File: src/rtl/traffic_light_controller.sv
// Two-road intersection sequencer (main/side + ped crossing), stepped by 1 Hz divider ticks.
// Lamps registered with the state: change on the clk edge after the qualifying tick; no backpressure.
module traffic_light_controller #(
  parameter logic [7:0] MAIN_MIN   = 8'd10,
  parameter logic [7:0] SIDE_GREEN = 8'd6,
  parameter logic [7:0] YELLOW     = 8'd3,
  parameter logic [7:0] ALL_RED    = 8'd1
) (
  input  logic       clk,
  input  logic       reset_n,
  input  logic       clk_1hz,
  input  logic       side_req,
  input  logic       ped_req,
  output logic [2:0] main_light,
  output logic [2:0] side_light,
  output logic       ped_walk,
  output logic [2:0] phase
);

  typedef enum logic [2:0] {
    MG  = 3'd0,
    MY  = 3'd1,
    AR1 = 3'd2,
    SG  = 3'd3,
    SY  = 3'd4,
    AR2 = 3'd5
  } state_t;

  state_t     state;
  state_t     state_nxt;
  logic       clk_1hz_d;
  logic       tick;
  logic [7:0] timer;
  logic       side_pend;
  logic       ped_pend;
  logic       ped_serv;
  logic       changing;
  logic       enter_sg;
  logic       leave_sg;
  logic       main_min_done;

  assign tick          = clk_1hz & ~clk_1hz_d;
  assign main_min_done = (timer >= (MAIN_MIN - 8'd1));

  function automatic logic elapsed(input logic tk, input logic [7:0] t, input logic [7:0] d);
    return tk && (t == (d - 8'd1));
  endfunction

  // {main, side} lamps, each {red, yellow, green}; unknown codes show all-red
  function automatic logic [5:0] lamps(input state_t s);
    case (s)
      MG:      return 6'b001_100;
      MY:      return 6'b010_100;
      SG:      return 6'b100_001;
      SY:      return 6'b100_010;
      default: return 6'b100_100;
    endcase
  endfunction

  always_comb begin
    state_nxt = state;
    case (state)
      MG:  if (tick && main_min_done && (side_pend || ped_pend)) state_nxt = MY;
      MY:  if (elapsed(tick, timer, YELLOW))     state_nxt = AR1;
      AR1: if (elapsed(tick, timer, ALL_RED))    state_nxt = SG;
      SG:  if (elapsed(tick, timer, SIDE_GREEN)) state_nxt = SY;
      SY:  if (elapsed(tick, timer, YELLOW))     state_nxt = AR2;
      AR2: if (elapsed(tick, timer, ALL_RED))    state_nxt = MG;
      default:                                   state_nxt = AR2;
    endcase
  end

  assign changing = (state_nxt != state);
  assign enter_sg = (state_nxt == SG) && (state != SG);
  assign leave_sg = (state == SG) && (state_nxt != SG);

  always_ff @(posedge clk or negedge reset_n) begin
    if (!reset_n) begin
      state      <= AR2;
      timer      <= 8'd0;
      clk_1hz_d  <= 1'b1;
      side_pend  <= 1'b0;
      ped_pend   <= 1'b0;
      ped_serv   <= 1'b0;
      main_light <= 3'b100;
      side_light <= 3'b100;
      ped_walk   <= 1'b0;
    end else begin
      clk_1hz_d <= clk_1hz;
      state     <= state_nxt;
      {main_light, side_light} <= lamps(state_nxt);

      // MG parks its timer at MAIN_MIN-1 so a late request leaves on the very next tick
      if (changing)
        timer <= 8'd0;
      else if (tick && !((state == MG) && main_min_done))
        timer <= timer + 8'd1;

      // a request present on the SG-entry clk survives the clear and is served next cycle
      side_pend <= side_req | (side_pend & ~enter_sg);
      ped_pend  <= ped_req  | (ped_pend  & ~enter_sg);

      if (enter_sg)
        ped_serv <= ped_pend;
      else if (leave_sg)
        ped_serv <= 1'b0;

      ped_walk <= (state_nxt == SG) && (enter_sg ? ped_pend : ped_serv);
    end
  end

  assign phase = state;

`ifndef SYNTHESIS
  a_lamps_onehot: assert property (@(posedge clk) disable iff (!reset_n)
    $onehot(main_light) && $onehot(side_light));
  a_no_conflict: assert property (@(posedge clk) disable iff (!reset_n)
    main_light[2] || side_light[2]);
  a_walk_side_green: assert property (@(posedge clk) disable iff (!reset_n)
    ped_walk |-> (side_light == 3'b001));
`endif

endmodule

File: config.mk
export PLATFORM = sky130hd
export DESIGN_NAME = traffic_light_controller
export DESIGN_NICKNAME = d
export VERILOG_FILES = /design/src/rtl/traffic_light_controller.sv
export SDC_FILE = /design/constraint.sdc
export NUM_CORES = 1
export LEC_CHECK = 0
export CORE_MARGIN = 4
export CORE_UTILIZATION = 60
export CTS_CLUSTER_DIAMETER = 120
export DETAILED_ROUTE_END_ITERATION = 10
export DONT_BUFFER_PORTS = 1
export PLACE_DENSITY_LB_ADDON = 0.3
export RECOVER_POWER = 50
export SYNTH_ARGS = -nofsm -noshare
export SYNTH_HDL_FRONTEND = slang
export SYNTH_SLANG_ARGS = --single-unit
File: constraint.sdc
create_clock -name clk -period 4.4 [get_ports clk]
set_input_delay 0.88 -clock clk [delete_from_list [all_inputs] [get_ports clk]]
set_output_delay 0.88 -clock clk [all_outputs]
set_load 0.02 [all_outputs]
==> results.md <==
* Iteration-0 DRC Markers at 38
* CP startpoint: clk_1hz
* Worst-path clk slew at 120 ps
* Fin crit period at 2580 ps
* WHS at 244 ps
* Setup crit start kind: input port
* CTS sink cnt at 22
* Status: finished, final reports clean
* Detailed-route wire length per cell at 17.1 um
* Synth Cell Area at 1320 um2
* Post-CTS setup buffers at 0
* Antenna Nets Post-Route at 0
* CTS Buf Count at 3
* CP Data Required Time at 4620 ps
* Setup tns final at 0 ps
* Share of layout cells above drive strength 1 at 0.0970
* Slew HR at 0.404
* Crit-path max FO at 8
* GPL Wtd Cong at 0.830
* Post_cts resized at 0
* Final nets at 146
* Core footprint at 2020 um2
* Worst reg2reg startpoint: phase[0]
* Total gr overflow at 0
* Mapped Cells at 137
* Pre-CTS setup slack at 1550 ps
* IO Count at 15
* Drc violations at 0
* Synth Flop Type: dfrtp_1
* Slew @ Worst Pin at 892 ps
* Max-cap violations at 0
* Top post-synthesis cells by area: dfrtp_1 (32%), dfstp_2 (10%), ha_1 (5.7%)
* Final Hold Fails at 0
* Die W at 54.9 um
* CTS tree: done
* Max VDD drop at 0.000325 V
* Die span in y at 54.9 um
* DR pass1 iterations at 4
* Final Cell Area at 1350 um2
* Worst EP arrival at 2800 ps
* Largest net degree at the start of global routing at 23
* Global-route usage over all layers at 0.223
* Area growth from synthesis to layout at 2.18%
* Critical path type: in2reg
* Worst R2R Setup Slack at 1880 ps
* Clk root buf: clkbuf_4
* RSZ-0062 raised after global routing: false
* Global-route wire length before repair at 4.82 mm
* Yosys top cell by area: dfrtp_1
* Vias after detailed routing at 1117
* Detailed placement HPWL at 1.93 mm
* Share of the yosys chip area belonging to registers at 0.422
* Vias in the first global route at 1076
* Final Cycle Share at 0.586
* Setup Skew at 6.71 ps
* Via density at 6.94
* Placed inst area at 1320 um2
* Total die area at 3010 um2
* Port-buffer cells at 0
* Ant. Diodes at 0
* H-tree levels at 1
* Final WL at 2.76 mm
* Register bit total from synthesis at 22
* Initial antenna violation count at 0
* Register area at 557 um2
* Number of synthesized flops with an enable pin at 0
* Multi-input logic area at 704 um2
* Filler cell count at 162
* Final setup viols at 0
* CTS hold repair buffers at 0
* Path category of the worst min-delay check: in2async
* Worst Setup End Kind: flip-flop
* Synth warnings at 0
* Post-Syn Area per Cell at 9.63 um2
* Final Util at 0.666
* Post-synth ARST share at 1.00
* Cell Pwr Density at 599 nW/um2
* Synth cell types at 40
* Lkg Pwr at 0.508 nW
* Skew-Pair Late Insertion Delay at 310 ps
* Syn nets at 148
* Initial Util at 0.652
* Core Rows at 16
* Worst Setup Slack, final at 1820 ps
* Peak Freq at 388 MHz
* Clock Path Buffers at 2
* Synth top area share at 0.323
* Max-slew violation count at 0
layout by cell type, fill, tap and decap left out, types with 2 or more instances in the layout:
cell and n:
a21oi_1 3, nor4bb_1 3, nor4b_1 3, o21ai_0 8, or3b_2 2, nand4_1 2, inv_1 5, nor3_1 7
nand3b_1 2, ha_1 6, dfstp_2 5, or4_1 4, dfrtp_1 17, a2bb2oi_1 2, and3_1 3, a211oi_1 8
nor2b_1 3, nand3_1 6, a21o_1 3, clkbuf_4 3, or3_1 3, nor3b_1 5, nand2_1 7, o31ai_1 3
a31oi_1 6, o22ai_1 2
cells in the mapped netlist (2+ instances only):
master     count
ha_1           6
nor4b_1        3
dfstp_2        5
a31oi_1        6
o31ai_1        3
or3b_2         2
or4_1          4
a2bb2oi_1      2
nand2_1        7
nor3b_1        5
nor4bb_1       3
clkbuf_1       5
dfrtp_1       17
nand3b_1       2
or3_1          3
a21o_1         3
o22ai_1        2
o21ai_0        8
nand4_1        2
nor2b_1        3
and3_1         3
inv_1          5
a211oi_1       8
nand3_1        6
nor3_1         7
a21oi_1        3
kinds of logic (layout without fill, tap and decap cells):
family,count (synthesis),count (layout),synth area share
DFF,22,22,0.422
adders and majority gates,6,6,0.0569
and+or+nand+nor,54,54,0.261
buffers and inverters,13,10,0.0436
AOI/OAI and AO/OA,42,42,0.216
power breakdown:
group | switching [W] | internal, W | total, W
Combinational | 0.000176 | 0.000135 | 0.000311
Clock | 0.0000585 | 0.0000354 | 0.0000939
Sequential | 0.000128 | 0.000274 | 0.000402
Total | 0.000363 | 0.000444 | 0.000807
worst max-delay path: stages:
cell and delay (ps):
nor3b_1 710, a31oi_1 190, a2bb2oi_1 190, nor3b_1 210, ha_1 200, nand2_1 60, a21boi_0 130, nor4b_1 240
through the flow:
step / power, W / std cells
3_3_place_gp: 0.000693 / 157
5_1_grt: 0.000871 / 161
3_5_place_dp: 0.000708 / 157
6_report: 0.000807 / 161
4_1_cts: 0.000803 / 161
2_1_floorplan: 0.000642 / 137
sequential cells by signal (all words and copies together) (netlist names):
name        cells
main_light      3
timer           8
side_pend       1
phase           3
side_light      3
ped_pend        1
clk_1hz_d       1
ped_walk        1
ped_serv        1
layout make-up:
class / count / share of cell area
well taps: 27 / 0.0251
clock buffers: 4 / 0.0195
flip-flops and latches: 22 / 0.413
inverters: 5 / 0.0139
multi-input cells: 102 / 0.523
repair buffers: 1 / 0.00557
final timing paths:
check,cells after the start,to
max in group asynchronous,0,phase[0]
min in group clk,2,ped_serv
max reg2reg,4,timer[1]
min,0,timer[5]
max,8,ped_walk
min reg2reg,2,ped_serv
layer usage:
layer	global-route usage	routed length [um]	up-vias
met2	0.362	1350	29
met3	0.0681	147	4
li1	-	-	524
met1	0.285	1250	560
met5	0	0	-
met4	0.0581	19	0
Power figures use the tool's default switching activity.
